--- src/rtl/alu_pkg.sv ---
// Shared definitions for the bit-serial ALU: opcodes, FSM encoding and
// the opcode legality helper.
package alu_pkg;

  localparam logic [2:0] MODE_ADD  = 3'b000;
  localparam logic [2:0] MODE_AND  = 3'b001;
  localparam logic [2:0] MODE_OR   = 3'b010;
  localparam logic [2:0] MODE_XOR  = 3'b011;
  localparam logic [2:0] MODE_XNOR = 3'b100;

  localparam logic [1:0] IDLE = 2'd0;
  localparam logic [1:0] RUN  = 2'd1;
  localparam logic [1:0] FIN  = 2'd2;

  // Opcodes 000..100 are implemented; 101..111 are rejected with Err.
  function automatic logic mode_legal(input logic [2:0] mode);
    return (mode <= MODE_XNOR);
  endfunction

endpackage

--- src/rtl/alu_serial_seq_if.sv ---
// Request/response bundle between a requester and the bit-serial ALU.
//
// Handshake: Start is a one-sided request. It is accepted at a rising edge
// only when Busy is low (IDLE or FIN); OpA/OpB/Mode/CarryIn are captured at
// that same edge. A Start seen while Busy is high is dropped, not queued.
// Completion is signalled by a one-cycle Done pulse (with Err for a rejected
// opcode); Result and Carry then hold until the next accepted Start.
// Dbg_State mirrors the FSM state register for observation.
interface alu_serial_seq_if #(parameter int WIDTH = 8);

  logic             Start;
  logic [2:0]       Mode;
  logic             CarryIn;
  logic [WIDTH-1:0] OpA;
  logic [WIDTH-1:0] OpB;
  logic             Busy;
  logic             Done;
  logic             Err;
  logic [WIDTH-1:0] Result;
  logic             Carry;
  logic [1:0]       Dbg_State;

  modport master (
    output Start, Mode, CarryIn, OpA, OpB,
    input  Busy, Done, Err, Result, Carry, Dbg_State
  );

  modport slave (
    input  Start, Mode, CarryIn, OpA, OpB,
    output Busy, Done, Err, Result, Carry, Dbg_State
  );

endinterface

--- src/rtl/ALU.sv ---
// 1-bit ALU cell: full adder for ADD, plain bitwise gates for logic ops.
// Logic ops ignore C_in and drive C_out low; illegal opcodes produce 0.
module ALU
  import alu_pkg::*;
(
  input  logic       A,
  input  logic       B,
  input  logic       C_in,
  input  logic [2:0] Mode,
  output logic       X,
  output logic       C_out
);

  // Per-bit function select
  always_comb begin
    X     = 1'b0;
    C_out = 1'b0;
    case (Mode)
      MODE_ADD: begin
        X     = A ^ B ^ C_in;
        C_out = (A & B) | (C_in & (A ^ B));
      end
      MODE_AND:  X = A & B;
      MODE_OR:   X = A | B;
      MODE_XOR:  X = A ^ B;
      MODE_XNOR: X = ~(A ^ B);
      default: begin
        X     = 1'b0;
        C_out = 1'b0;
      end
    endcase
  end

endmodule

--- src/rtl/alu_serial_seq.sv ---
// Bit-serial WIDTH-bit ALU: one ALU cell processes one bit pair per clock,
// LSB first, with the carry held in a flop between bits. Result bits enter
// at the MSB of the result register so that after WIDTH shifts the word is
// in place.
module alu_serial_seq
  import alu_pkg::*;
#(
  parameter int WIDTH = 8
) (
  input  logic             CLK,
  input  logic             RST,
  alu_serial_seq_if.slave  bus
);

  localparam int CW = (WIDTH > 1) ? $clog2(WIDTH) : 1;

  logic [1:0]       r_state;
  logic [WIDTH-1:0] r_sa;
  logic [WIDTH-1:0] r_sb;
  logic [WIDTH-1:0] r_result;
  logic [2:0]       r_mode;
  logic             r_cf;
  logic [CW-1:0]    r_cnt;
  logic             r_err;
  logic             r_carry;

  logic w_x;
  logic w_cout;
  logic w_accept;
  logic w_last;

  // Busy low is the only acceptance condition for a request.
  assign w_accept = bus.Start && (r_state != RUN);
  assign w_last   = (r_cnt == CW'(WIDTH - 1));

  ALU u_alu (
    .A     (r_sa[0]),
    .B     (r_sb[0]),
    .C_in  (r_cf),
    .Mode  (r_mode),
    .X     (w_x),
    .C_out (w_cout)
  );

  // Sequencer: accept requests, shift one bit per RUN cycle, pulse FIN.
  always_ff @(posedge CLK) begin
    if (RST) begin
      r_state  <= IDLE;
      r_sa     <= '0;
      r_sb     <= '0;
      r_result <= '0;
      r_mode   <= MODE_ADD;
      r_cf     <= 1'b0;
      r_cnt    <= '0;
      r_err    <= 1'b0;
      r_carry  <= 1'b0;
    end else begin
      case (r_state)
        RUN: begin
          r_result <= {w_x, r_result[WIDTH-1:1]};
          r_sa     <= {1'b0, r_sa[WIDTH-1:1]};
          r_sb     <= {1'b0, r_sb[WIDTH-1:1]};
          r_cf     <= w_cout;
          r_cnt    <= r_cnt + 1'b1;
          if (w_last) begin
            r_state <= FIN;
            // The cell already drives C_out low for logic ops; the mode test
            // keeps Carry defined as ADD-only regardless of cell behaviour.
            r_carry <= (r_mode == MODE_ADD) ? w_cout : 1'b0;
          end
        end
        default: begin
          // IDLE and FIN both accept; FIN accepting gives back-to-back ops.
          r_err <= 1'b0;
          if (w_accept) begin
            r_carry <= 1'b0;
            if (mode_legal(bus.Mode)) begin
              r_sa    <= bus.OpA;
              r_sb    <= bus.OpB;
              r_mode  <= bus.Mode;
              r_cf    <= (bus.Mode == MODE_ADD) ? bus.CarryIn : 1'b0;
              r_cnt   <= '0;
              r_state <= RUN;
            end else begin
              r_result <= '0;
              r_err    <= 1'b1;
              r_state  <= FIN;
            end
          end else begin
            r_state <= IDLE;
          end
        end
      endcase
    end
  end

  assign bus.Busy      = (r_state == RUN);
  assign bus.Done      = (r_state == FIN);
  assign bus.Err       = r_err;
  assign bus.Result    = r_result;
  assign bus.Carry     = r_carry;
  assign bus.Dbg_State = r_state;

endmodule
--- src/flat_wrapper.sv ---
// flat-port wrapper written by rule: the top's interface ports become plain ports
module alu_serial_seq_flat import alu_pkg::*;
#(
  parameter int WIDTH = 8
)
  (CLK, RST, bus_Start, bus_Mode, bus_CarryIn, bus_OpA, bus_OpB, bus_Busy, bus_Done, bus_Err, bus_Result, bus_Carry, bus_Dbg_State);
  alu_serial_seq_if #(.WIDTH(WIDTH)) bus_i ();
  input  logic CLK;
  input  logic RST;
  input wire logic [$bits(bus_i.Start)-1:0] bus_Start;
  input wire logic [$bits(bus_i.Mode)-1:0] bus_Mode;
  input wire logic [$bits(bus_i.CarryIn)-1:0] bus_CarryIn;
  input wire logic [$bits(bus_i.OpA)-1:0] bus_OpA;
  input wire logic [$bits(bus_i.OpB)-1:0] bus_OpB;
  output wire logic [$bits(bus_i.Busy)-1:0] bus_Busy;
  output wire logic [$bits(bus_i.Done)-1:0] bus_Done;
  output wire logic [$bits(bus_i.Err)-1:0] bus_Err;
  output wire logic [$bits(bus_i.Result)-1:0] bus_Result;
  output wire logic [$bits(bus_i.Carry)-1:0] bus_Carry;
  output wire logic [$bits(bus_i.Dbg_State)-1:0] bus_Dbg_State;
  assign bus_i.Start = bus_Start;
  assign bus_i.Mode = bus_Mode;
  assign bus_i.CarryIn = bus_CarryIn;
  assign bus_i.OpA = bus_OpA;
  assign bus_i.OpB = bus_OpB;
  assign bus_Busy = bus_i.Busy;
  assign bus_Done = bus_i.Done;
  assign bus_Err = bus_i.Err;
  assign bus_Result = bus_i.Result;
  assign bus_Carry = bus_i.Carry;
  assign bus_Dbg_State = bus_i.Dbg_State;
  alu_serial_seq #(.WIDTH(WIDTH)) u_core (.CLK(CLK), .RST(RST), .bus(bus_i));
endmodule
--- config.mk ---
export PLATFORM = sky130hd
export DESIGN_NAME = alu_serial_seq_flat
export DESIGN_NICKNAME = d
export VERILOG_FILES = /design/src/rtl/alu_pkg.sv /design/src/rtl/alu_serial_seq_if.sv /design/src/rtl/ALU.sv /design/src/rtl/alu_serial_seq.sv /design/src/flat_wrapper.sv
export SDC_FILE = /design/constraint.sdc
export NUM_CORES = 1
export LEC_CHECK = 0
export CAP_MARGIN = 0
export CELL_PAD_IN_SITES_DETAIL_PLACEMENT = 0
export CELL_PAD_IN_SITES_GLOBAL_PLACEMENT = 2
export CORE_MARGIN = 1.5
export CORE_UTILIZATION = 31
export CTS_CLUSTER_DIAMETER = 100
export DETAILED_ROUTE_END_ITERATION = 10
export PLACE_DENSITY = 0.9
export SLEW_MARGIN = 20
export SYNTH_ARGS = -nofsm -noshare
export SYNTH_HDL_FRONTEND = slang
export SYNTH_SLANG_ARGS = --single-unit
--- constraint.sdc ---
create_clock -name CLK -period 3.05 [get_ports CLK]
set_clock_uncertainty 0.15 [all_clocks]
set_input_delay 0.915 -clock CLK [delete_from_list [all_inputs] [get_ports CLK]]
set_output_delay 0.915 -clock CLK [all_outputs]
set_load 0.01 [all_outputs]
# After elaboration in Yosys (flattened, before gate mapping)
# Index checks and enable logic that the tools add are counted.
# totals
output_inout_bits	14
elab_cells	70
register_bits	35
# op_classes
eq_ne	10
n_lt_le_gt_ge	1
n_mux	28
n_reduce_logical	11
n_addsub	1
n_bitwise	8
# ops
op	n
$mux 7	6
$mux 8	3
$mux 1	11
$mux 3	3
$mux 2	4
$reduce_and 2->1	4
$eq 3x2->1 const B	2
$eq 3x3->1 const B	2
$logic_not 3->1	2
$pmux 1 s5	1
$ne 2x1->1 const B	2
$reduce_bool 2->1	2
$add 3x1->3 const B	1
$eq 3x1->1 const B	1
$le 3x3->1 const B	1
$reduce_and 3->1	1
$and 1x1->1	2
$eq 2x1->1 const B	1
$eq 2x2->1 const B	1
$ne 2x2->1 const B	1
$not 1->1	2
$or 1x1->1	2
$reduce_or 2->1	1
$xor 1x1->1	2
$logic_and 1x1->1	1

# Logic depth before layout (Yosys ltp)
# Gate-level depths: netlist of the first run.
# logic_depth
ltp_word	7
mapped_depth	6

# By module
# From an unflattened synthesis of the first run, not the netlist that was laid out.
# hier_totals
cells_unflattened	188
hier_area_um2	1805.5
# by_module_without_submodules
mod	n_inst	cells_each	area_per_inst_um2
alu_serial_seq	1	177	1700.4
ALU	1	11	105.1

# Worst setup path after synthesis of the first run
# Ideal clock, no wire load.
# synth_path
kind	reg2out
from	reg u_core.r_state[0] (netlist: u_core.bus.Dbg_State[0])
to	out bus_Busy
path_stages_with_launch	5
n_path_buf	2
required_time_ns	1.985
setup_slack_ns	1.070
arrival_ns	0.915
path_cell_list	dfxtp_1 > nand2b_4 > inv_1 > buf_6 > buf_4
# synth_via
elab_chain_cells	1
# synth_lines
item	line_no	text
from (decl)	alu_serial_seq.sv:17	logic [1:0] r_state;
from (signal assigned)	alu_serial_seq.sv:48	r_state <= IDLE;
from (signal assigned)	alu_serial_seq.sv:66	r_state <= FIN;
from (signal assigned)	alu_serial_seq.sv:83	r_state <= RUN;
$eq 2x1->1	alu_serial_seq.sv:97	assign bus.Busy = (r_state == RUN);
to (decl)	flat_wrapper.sv:15	output wire logic [$bits(bus_i.Busy)-1:0] bus_Busy;
# No other way between the ends.

# Worst setup path in the final report of the first run
# layout_path
from	reg u_core.r_state[1] (netlist: u_core.bus.Dbg_State[1])
to	out bus_Busy
# The elaborated chain is that of the path after synthesis.

==> metrics.log, run 1 <==
INFO  metric status = finished, final reports clean
INFO  metric critical_path_arrival = roughly 1400 ps
INFO  metric final_hold_violation_count = 0
INFO  metric min_period_over_period = 81.6%
INFO  metric fmax = approximately 400 MHz
INFO  metric layout-area-overhead-vs-synth = 28.4%
INFO  metric insertedDiodeCount = 0
INFO  metric finalSetupViolations = 0
INFO  metric routed-via-count = 1279
INFO  metric synth_top_area_cell = sky130_fd_sc_hd__dfxtp_1
INFO  metric grt_antenna_before_repair = 0
INFO  metric top_ff_cell_synth = sky130_fd_sc_hd__dfxtp_1
INFO  metric grt_max_degree = 31
INFO  metric hold_path_end = u_core.r_sb[1]
INFO  metric avgViaCountPerCell = 5.22
INFO  metric postSynthRegisterBits = 35
INFO  metric r2r.worst_path.cells = 6
INFO  metric timing.setup.tns = 0 ps
INFO  metric slew_headroom = 71.4%
INFO  metric synth-edff-count = 0
INFO  metric netlist.area_leader.share = 46.7%
INFO  metric tritoncts = yes
INFO  metric routedWlPerCell = between 10 and 15 um
INFO  metric timing.critical_path.fanout_max = 11
INFO  metric synthesis.area = 1500 um^2
INFO  metric drt-initial-drc-count = 83
INFO  metric area_of_the_core_region = 4690 um^2
INFO  metric crit_path_max_incr_delay = 540 ps
INFO  metric report.final.slew_viol_count = 0
INFO  metric power-per-cell-area = 495 nW/um^2
INFO  metric regArea = 701 um^2
INFO  metric async_reset_ff_share = 0%
INFO  metric cts.repair.resized = 0
INFO  metric drt_pre_antenna_iters = 5
INFO  metric seq_area_frac_synth = 46.7%
INFO  metric routed_wirelength = 3490 um
INFO  metric yosys-top-cells-area = sky130_fd_sc_hd__dfxtp_1 (47%), sky130_fd_sc_hd__nor2_1 (8.5%), sky130_fd_sc_hd__a222oi_1 (6.7%)
INFO  metric cts.path.max_buffers = 2
INFO  metric cts-buffers-inserted = 5
INFO  metric ant_nets = 0
INFO  metric synthesis.instances = 157
INFO  metric globalRoute.totalOverflow = 0
INFO  metric worst_setup_hold_path_clk_slew = 70 ps
INFO  metric start_kind = flip-flop
INFO  metric worst_r2r_startpoint = u_core.r_sa[0]
INFO  metric drv_cap = 0
INFO  metric layout-drive-gt1-share = 7.33%
INFO  metric worst_ep_required_time = 1980 ps
INFO  metric wire_length_of_the_first_global_routing_pass = 5870 um
INFO  metric placement.io_buffers = 36
INFO  metric first_global_vias = 1232
INFO  metric crit_path_slowest_cell = sky130_fd_sc_hd__clkdlybuf4s50_1
INFO  metric crit_path_cell_trace = nand2b_4 -> inv_1 -> clkdlybuf4s50_1
INFO  metric place.detailed.hpwl = 2470 um
INFO  metric p_leak = 0.000731 uW
INFO  metric design.portCount = 37
INFO  metric row_count = 25
INFO  metric ys.warnings.count = 0
INFO  metric ctsRootBufferMaster = sky130_fd_sc_hd__clkbuf_8
INFO  metric tightest_slew = about 420 ps
INFO  metric fp.dieArea = 5260 um^2
INFO  metric global_placement_routability_congestion = between 0.7 and 0.8
INFO  metric final.fill_count = 475
INFO  metric final_nets = 220
INFO  metric postSynthNetCount = approximately 190
INFO  metric drc_errors = 0
INFO  metric placement.cell_area = 1850 um^2
INFO  metric area_used_by_multi_input_combinational_logic = 682 um^2
INFO  metric cts_num_sinks = 35
INFO  metric holdPathStages = 2
INFO  metric floorplan.initialDensity = a little under a third
INFO  metric timing_worst_setup_path_type = flip-flop to primary output
INFO  metric hold_path_startpoint = u_core.r_sb[1]
INFO  metric post-route-cell-area = 1920 um^2
INFO  metric finalWorstPathRequiredPeriod = around 2500 ps
INFO  metric hold_class = flip-flop to flip-flop
INFO  metric postCtsSetupBuffers = 0
INFO  metric critical-path-top-delay-family = buffers and inverters
INFO  metric ctsHoldBuffers = 0
INFO  metric ctsHtreeMaxLevel = 2
INFO  metric syn_avg_cell_area = 9.55 um^2
INFO  metric path_buf_inv = 2
INFO  metric vdd_ir_drop_max = 244 uV
INFO  metric yosysUniqueCellTypes = 34
INFO  metric crit-reg2reg-capture = u_core.bus.Result[7]
INFO  metric grtUsageTotal = 14.6%
INFO  metric rsz0062_at_grt = false
INFO  metric clkLatencyLatePin = 280 ps
INFO  metric utilization = 41.0%
INFO  metric yosys-top-cells-count = sky130_fd_sc_hd__dfxtp_1 (35), sky130_fd_sc_hd__nor2_1 (34), sky130_fd_sc_hd__a222oi_1 (10), sky130_fd_sc_hd__nor3_1 (10), sky130_fd_sc_hd__a22oi_1 (9)
INFO  metric yosysMostFrequentCell = sky130_fd_sc_hd__dfxtp_1
INFO  metric worst-r2r-setup-slack = between 1000 and 1500 ps
INFO  metric fp.dieW = 72.5 um
INFO  metric height_of_the_die = 72.5 um
INFO  metric setup.worst_path.end_class = primary output
[sequential cells by signal, summed over array words and instances, names as in the netlist]
signal	count
u_core.bus.Carry	1
u_core.bus.Dbg_State	2
u_core.bus.Err	1
u_core.bus.Result	8
u_core.r_cf	1
u_core.r_cnt	3
u_core.r_mode	3
u_core.r_sa	8
u_core.r_sb	8
[cells in the final DEF (no fill, tap or decap), types with 2 or more instances in the layout]
cell type,synthesis,layout
sky130_fd_sc_hd__nor2_1,34,34
sky130_fd_sc_hd__a211oi_1,2,2
sky130_fd_sc_hd__clkbuf_8,0,5
sky130_fd_sc_hd__dfxtp_1,35,35
sky130_fd_sc_hd__nand2_1,6,6
sky130_fd_sc_hd__nor3_1,10,10
sky130_fd_sc_hd__o21ai_0,6,6
sky130_fd_sc_hd__inv_1,7,7
sky130_fd_sc_hd__clkdlybuf4s50_1,0,36
sky130_fd_sc_hd__ha_1,4,4
sky130_fd_sc_hd__a222oi_1,10,10
sky130_fd_sc_hd__mux2i_1,2,2
sky130_fd_sc_hd__nand3_1,2,2
sky130_fd_sc_hd__a21oi_1,4,4
sky130_fd_sc_hd__a22oi_1,9,9
sky130_fd_sc_hd__buf_4,1,2
[stage by stage]
stage,hold WS [ps],total power [uW],setup slack (ps),instances
final,341,953,562,245
after global routing,360,1010,474,245
after CTS,342,968,541,245
after detailed placement,332,666,522,239
after global placement,325,661,558,239
after floorplan,312,609,1070,157
[metal layers]
metal / track usage [%] / part of all wire, %
met5: 0 / 0
met4: 4.40 / 1.0
met3: 5.42 / 7.1
met2: 21.8 / 45
met1: 19.5 / 47
[area by class of cell]
class / count / area share (%)
Clock buffer: 6 / 3.77
Inverter: 7 / 1.37
Multi-Input combinational cell: 105 / 35.4
Sequential cell: 35 / 36.4
Tap cell: 54 / 3.51
Timing Repair Buffer: 38 / 19.5
[report_power, final]
part / switching (uW) / internal, uW / total, uW / leakage (uW)
clock network: 145 / 152 / 297 / 0.0000371
logic: 80.2 / 75.9 / 156 / 0.000408
registers: 18.5 / 481 / 500 / 0.000286
total: 244 / 709 / 953 / 0.000731
[worst reg2reg max path: cells and delay by family (launching register included)]
kind                     cells  cell delay (ps)
buffers and inverters        2              120
AO/OA/AOI/OAI                2              560
adder cells (fa/ha/maj)      1              280
flip-flops                   1              450
multiplexers                 1              250
[worst max-delay path by stage]
stage | from | endpoint | slack, ps | depth (start not counted)
4_1_cts | u_core.bus.Dbg_State[1] | bus_Busy | 540 | 3
3_3_place_gp | bus_Start | u_core.bus.Result[7] | 560 | 4
2_1_floorplan | u_core.bus.Dbg_State[0] | bus_Busy | 1070 | 4
6_report | u_core.bus.Dbg_State[1] | bus_Busy | 560 | 3
3_5_place_dp | bus_Start | u_core.bus.Result[7] | 520 | 4
5_1_grt | u_core.bus.Dbg_State[0] | bus_Busy | 470 | 3
[logic make-up after synthesis]
logic type | after synthesis | synth area share (%)
DFF | 35 | 46.7
and+or+nand+nor | 58 | 17.8
AOI/OAI and AO/OA | 39 | 21.0
buffers and inverters | 17 | 7.76
adders and majority gates | 5 | 4.67
muxes | 3 | 2.09
Power figures use the tool's default switching activity.
==> run 2: changes to the inputs <==
--- a/config.mk
+++ b/config.mk
@@ -9,10 +9,10 @@
 export CELL_PAD_IN_SITES_DETAIL_PLACEMENT = 0
 export CELL_PAD_IN_SITES_GLOBAL_PLACEMENT = 2
 export CORE_MARGIN = 1.5
-export CORE_UTILIZATION = 31
+export CORE_UTILIZATION = 26
 export CTS_CLUSTER_DIAMETER = 100
 export DETAILED_ROUTE_END_ITERATION = 10
-export PLACE_DENSITY = 0.9
+export PLACE_DENSITY = 0.82
 export SLEW_MARGIN = 20
 export SYNTH_ARGS = -nofsm -noshare
 export SYNTH_HDL_FRONTEND = slang
==> constraint.sdc (replaced) <==
create_clock -name CLK -period 2.15 [get_ports CLK]
set_clock_uncertainty 0.15 [all_clocks]
set_input_delay 0.645 -clock CLK [delete_from_list [all_inputs] [get_ports CLK]]
set_output_delay 0.645 -clock CLK [all_outputs]
set_load 0.01 [all_outputs]
==> run 2 against run 1 <==
Compared with the run above:
- utilization decreased by 4.5 points
- largest cell class unchanged
- final area increased by 5.3%
- largest power group unchanged
- clock-buffer cell count increased by 1
- die area increased by 18%
==> metrics.log, run 2 (same netlist as run 1, synthesis figures left out) <==
INFO  metric status = finished, final reports clean
INFO  metric drt-initial-drc-count = approximately 130
INFO  metric grt_antenna_before_repair = 0
INFO  metric fmax = roughly 500 MHz
INFO  metric post-route-cell-area = about 2000 um^2
INFO  metric power-per-cell-area = approximately 700 nW/um^2
INFO  metric area_of_the_core_region = approximately 5500 um^2
INFO  metric p_leak = 0.000800 uW
INFO  metric worst_setup_hold_path_clk_slew = approximately 70 ps
INFO  metric crit_path_slowest_cell = sky130_fd_sc_hd__clkdlybuf4s50_1
INFO  metric placement.cell_area = 1940 um^2
INFO  metric fp.dieW = 78.9 um
INFO  metric ctsHoldBuffers = 0
INFO  metric tritoncts = yes
INFO  metric final_critical_path_setup_slack = 146 ps
INFO  metric critical_path_arrival = 1210 ps
INFO  metric crit_path_cell_trace = clkdlybuf4s50_1
INFO  metric final_nets = 229
INFO  metric worst_ep_required_time = 1350 ps
INFO  metric routed_wirelength = 3650 um
INFO  metric globalRoute.totalOverflow = 0
INFO  metric cts-buffers-inserted = 5
INFO  metric height_of_the_die = between 70 and 80 um
INFO  metric ctsRootBufferMaster = sky130_fd_sc_hd__clkbuf_8
INFO  metric layout-area-overhead-vs-synth = 35.1%
INFO  metric setup.worst_path.end_class = primary output
INFO  metric fp.dieArea = 6230 um^2
INFO  metric cts_num_sinks = 35
INFO  metric placement.io_buffers = 36
INFO  metric design.portCount = 37
INFO  metric dp_worst_setup_slack = -59.2 ps
INFO  metric path_buf_inv = 1
INFO  metric timing.critical_path.fanout_max = 3
INFO  metric cts.path.max_buffers = 2
INFO  metric row_count = 27
INFO  metric start_kind = flip-flop
INFO  metric critical-path-top-delay-family = buffers and inverters
INFO  metric finalWorstPathRequiredPeriod = 2000 ps
INFO  metric finalSetupViolations = 0
INFO  metric routedWlPerCell = 13.3 um
INFO  metric min_period_over_period = 93.2%
INFO  metric vdd_ir_drop_max = 282 uV
INFO  metric hold_class = flip-flop to flip-flop
INFO  metric avgViaCountPerCell = between 4 and 5
INFO  metric drv_cap = 0
INFO  metric timing_worst_setup_path_type = flip-flop to primary output
INFO  metric postCtsSetupBuffers = 0
INFO  metric ctsHtreeMaxLevel = 2
INFO  metric clkLatencyLatePin = roughly 280 ps
INFO  metric tightest_slew = 405 ps
INFO  metric drt_pre_antenna_iters = 8
INFO  metric wire_length_of_the_first_global_routing_pass = 5990 um
INFO  metric grtUsageTotal = between 10% and 20%
INFO  metric layout.cells.most_common_list = sky130_fd_sc_hd__nor2_1 (34), sky130_fd_sc_hd__clkdlybuf4s50_1 (34), sky130_fd_sc_hd__dfxtp_1 (34)
INFO  metric floorplan.initialDensity = 27.1%
INFO  metric grt_max_degree = 30
INFO  metric crit_path_max_incr_delay = 550 ps
INFO  metric report.final.slew_viol_count = 0
INFO  metric insertedDiodeCount = 0
INFO  metric global_placement_routability_congestion = 0.725
INFO  metric ant_nets = 0
INFO  metric drc_errors = 0
INFO  metric rsz0062_at_grt = false
INFO  metric routed-via-count = ~1300
INFO  metric place.detailed.hpwl = about 2700 um
INFO  metric first_global_vias = about 1200
INFO  metric final_hold_violation_count = 0
INFO  metric slew_headroom = between 70 and 80%
INFO  metric layout-drive-gt1-share = 12.4%
-- run 2: changes by cell type in the layout (fill, tap and decap cells not counted) --
cell,before,now
sky130_fd_sc_hd__dlygate4sd2_1,0,1
sky130_fd_sc_hd__dfxtp_1,35,34
sky130_fd_sc_hd__clkdlybuf4s50_1,36,34
sky130_fd_sc_hd__dfxtp_2,0,1
sky130_fd_sc_hd__clkinv_2,0,1
sky130_fd_sc_hd__clkbuf_1,1,2
sky130_fd_sc_hd__dlymetal6s2s_1,0,1
sky130_fd_sc_hd__buf_4,2,11
-- run 2: path summary, 6_finish.rpt --
check | from | endpoint | slack, ps | depth (start not counted)
min | u_core.r_sb[6] | u_core.r_sb[6] | 350 | 2
max | u_core.bus.Result[7] | bus_Result[7] | 150 | 1
min reg2reg | u_core.r_sb[6] | u_core.r_sb[6] | 350 | 2
max reg2reg | u_core.r_sb[0] | u_core.bus.Result[7] | 370 | 6
-- run 2: worst register-to-register path, delay by kind of cell (launching register included) --
| kind | cells | cell delay, ps |
|---|---|---|
| AOI/OAI and AO/OA | 2 | 550 |
| DFF | 1 | 390 |
| adders and majority gates | 1 | 270 |
| muxes | 1 | 250 |
| buffers and inverters | 2 | 120 |
-- run 2: metal layers --
layer | vias to the layer above | wire [um] | global-route usage (%)
li1 | 657 | - | -
met1 | 606 | 1830 | 17.1
met2 | 30 | 1620 | 19.3
met3 | 2 | 180 | 3.33
met4 | 0 | 15 | 4.21
met5 | - | 0 | 0
-- run 2: where the power goes --
| group | internal [uW] | total [uW] | switching, uW |
|---|---|---|---|
| clock | 227 | 448 | 221 |
| combinational | 120 | 241 | 121 |
| sequential | 683 | 707 | 24.0 |
| total | 1030 | 1400 | 366 |
-- run 2: repair_timing --
action,CTS,global route
pin swaps,0,0
gates resized for setup,2,1
endpoints found under the setup margin,2,1
-- run 2: through the flow --
step | utilization, % | TNS, ps | hold slack, ps | instances | power, uW
after global routing | 36.6 | 0 | 375 | 274 | 1480
final | 36.6 | 0 | 346 | 274 | 1400
after global placement | 35.0 | -696 | 330 | 266 | 965
after floorplan | - | 0 | 312 | 157 | 863
after detailed placement | 35.0 | -821 | 331 | 266 | 966
after CTS | 36.5 | 0 | 341 | 274 | 1420
-- run 2: layout make-up --
| type | instances | area (um^2) |
|---|---|---|
| repair buffers | 47 | 444 |
| inverters | 7 | 26.3 |
| well taps | 72 | 90.1 |
| multi-input cells | 105 | 682 |
| clock buffers | 7 | 76.3 |
| fillers | 580 | 3510 |
| clock inverters | 1 | 5.00 |
| flip-flops and latches | 35 | 702 |
==> run 3: changes to the inputs <==
--- a/config.mk
+++ b/config.mk
@@ -13,7 +13,7 @@
 export CTS_CLUSTER_DIAMETER = 100
 export DETAILED_ROUTE_END_ITERATION = 10
 export PLACE_DENSITY = 0.82
-export SLEW_MARGIN = 20
+export SLEW_MARGIN = 10
 export SYNTH_ARGS = -nofsm -noshare
 export SYNTH_HDL_FRONTEND = slang
 export SYNTH_SLANG_ARGS = --single-unit
==> constraint.sdc (replaced) <==
create_clock -name CLK -period 1.8 [get_ports CLK]
set_clock_uncertainty 0.15 [all_clocks]
set_input_delay 0.54 -clock CLK [delete_from_list [all_inputs] [get_ports CLK]]
set_output_delay 0.54 -clock CLK [all_outputs]
set_load 0.01 [all_outputs]
==> run 3 against run 2 <==
Compared with the run above:
- critical endpoint is now bus_Done
- power grew 18%
- sequential share of layout area shrank 0.21 points
- worst hold slack lost 4.0 ps
==> metrics.log, run 3 (same netlist as run 1, synthesis figures left out) <==
INFO  metric fp.dieW = approximately 79 um
INFO  metric globalRoute.totalOverflow = 0
INFO  metric height_of_the_die = 78.9 um
INFO  metric first_global_vias = between 1000 and 1500
INFO  metric critical_path_arrival = about 1000 ps
INFO  metric place.detailed.hpwl = 2610 um
INFO  metric cts.path.max_buffers = 2
INFO  metric slew_headroom = 77.0%
INFO  metric crit_path_cell_trace = and2b_2 -> clkdlybuf4s15_1
INFO  metric routedWlPerCell = 13.2 um
INFO  metric rsz0062_at_grt = false
INFO  metric row_count = 27
INFO  metric tritoncts = yes
INFO  metric global_placement_routability_congestion = 0.728
INFO  metric drt_pre_antenna_iters = 8
INFO  metric hold_class = flip-flop to flip-flop
INFO  metric ant_nets = 0
INFO  metric area_of_the_core_region = 5540 um^2
INFO  metric post-route-cell-area = ~2000 um^2
INFO  metric wire_length_of_the_first_global_routing_pass = 6150 um
INFO  metric timing.critical_path.fanout_max = 3
INFO  metric critical_path.endpoint = bus_Done
INFO  metric clkLatencyLatePin = 280 ps
INFO  metric worst-r2r-setup-slack = 160 ps
INFO  metric avgViaCountPerCell = 4.75
INFO  metric timing_worst_setup_path_type = flip-flop to primary output
INFO  metric power = between 1500 and 2000 uW
INFO  metric fmax = 578 MHz
INFO  metric cts-buffers-inserted = 5
INFO  metric crit_cells = 2
INFO  metric start_kind = flip-flop
INFO  metric worst_setup_hold_path_clk_slew = 70 ps
INFO  metric crit-reg2reg-capture = u_core.r_sb[2]
INFO  metric crit_path_slowest_cell = sky130_fd_sc_hd__dfxtp_2
INFO  metric grt_max_degree = 30
INFO  metric fp.dieArea = between 6000 and 7000 um^2
INFO  metric grt_antenna_before_repair = 0
INFO  metric drv_cap = 0
INFO  metric design.portCount = 37
INFO  metric ctsRootBufferMaster = sky130_fd_sc_hd__clkbuf_8
INFO  metric path_buf_inv = 1
INFO  metric final_nets = 233
INFO  metric report.final.slew_viol_count = 0
INFO  metric p_leak = 0.000882 uW
INFO  metric layout-area-overhead-vs-synth = 36.0%
INFO  metric vdd_ir_drop_max = 406 uV
INFO  metric ctsHoldBuffers = 0
INFO  metric routed-via-count = ~1300
INFO  metric startpoint = u_core.bus.Dbg_State[0]
INFO  metric worst_r2r_startpoint = u_core.bus.Dbg_State[0]
INFO  metric tightest_slew = 342 ps
INFO  metric utilization = 36.8%
INFO  metric layout-drive-gt1-share = 14.7%
INFO  metric min_period_over_period = 96.2%
INFO  metric placement.io_buffers = 36
INFO  metric final_hold_violation_count = 0
INFO  metric crit_path_max_incr_delay = 330 ps
INFO  metric placement.cell_area = 1960 um^2
INFO  metric worst_ep_required_time = 1110 ps
INFO  metric routed_wirelength = 3630 um
INFO  metric finalSetupViolations = 0
INFO  metric power-per-cell-area = around 810 nW/um^2
INFO  metric r2r.worst_path.cells = 8
INFO  metric final_critical_path_setup_slack = 68.7 ps
INFO  metric critical-path-top-delay-family = flip-flops
INFO  metric ctsHtreeMaxLevel = 2
INFO  metric status = finished, final reports clean
INFO  metric floorplan.initialDensity = between 20% and 30%
INFO  metric cts_num_sinks = 35
INFO  metric grtUsageTotal = 12.8%
INFO  metric finalWorstPathRequiredPeriod = 1730 ps
INFO  metric drc_errors = 0
INFO  metric insertedDiodeCount = 0
INFO  metric drt-initial-drc-count = 93
INFO  metric layout.cells.most_common_list = sky130_fd_sc_hd__nor2_1 (34), sky130_fd_sc_hd__dfxtp_1 (34), sky130_fd_sc_hd__clkdlybuf4s50_1 (19)
INFO  metric setup.worst_path.end_class = primary output
INFO  metric dp_worst_setup_slack = -298 ps
run 3: worst register-to-register path, cell delays in order, from the launching register on:
cell and delay, ps:
sky130_fd_sc_hd__dfxtp_2 330, sky130_fd_sc_hd__buf_4 110, sky130_fd_sc_hd__nand2b_4 60, sky130_fd_sc_hd__inv_1 90, sky130_fd_sc_hd__buf_6 250, sky130_fd_sc_hd__a21oi_4 50, sky130_fd_sc_hd__buf_4 170, sky130_fd_sc_hd__a222oi_1 240
sky130_fd_sc_hd__nor2_1 70
run 3: routing by layer:
layer  vias to the layer above  share of wire, %  GRT usage, %  routed length [um]
met1                       613                49          17.5                1780
li1                        661                 -             -                   -
met2                        36                45          19.1                1650
met4                         0              0.47          3.68                  17
met5                         -                 0             0                   0
met3                         2               5.4          4.37                 196
run 3: report_power, final:
group | switching [uW] | internal (uW)
Sequential | 26.7 | 816
Combinational | 148 | 150
Clock | 246 | 257
run 3: cell type report:
cell class | count | area, um^2
fillers | 589 | 3500
flip-flops and latches | 35 | 702
multi-input cells | 105 | 683
repair buffers | 51 | 464
well taps | 72 | 90.1
clock buffers | 6 | 72.6
inverters | 7 | 26.3
run 3: what timing repair did:
item                                    CTS  global route
endpoints found under the setup margin   14            22
pin swaps                                 0             2
setup buffers                             1             0
resized for setup                        17             8
run 3: worst min-delay path by stage:
stage | startpoint | to | slack (ps) | cells past startpoint
finish | u_core.bus.Carry | u_core.bus.Carry | 340 | 2
global route | u_core.bus.Carry | u_core.bus.Carry | 370 | 2
CTS | u_core.bus.Carry | u_core.bus.Carry | 340 | 2
detailed placement | u_core.bus.Carry | u_core.bus.Carry | 330 | 2
global placement | u_core.r_sb[1] | u_core.r_sb[1] | 330 | 2
floorplan | u_core.r_sb[2] | u_core.r_sb[2] | 310 | 2
run 3: stage by stage:
step           hold WS [ps]  setup TNS (ps)  cells
6_report                342               0    276
5_1_grt                 367               0    276
4_1_cts                 338               0    276
3_5_place_dp            327           -8390    269
3_3_place_gp            328           -8220    269
2_1_floorplan           312               0    157
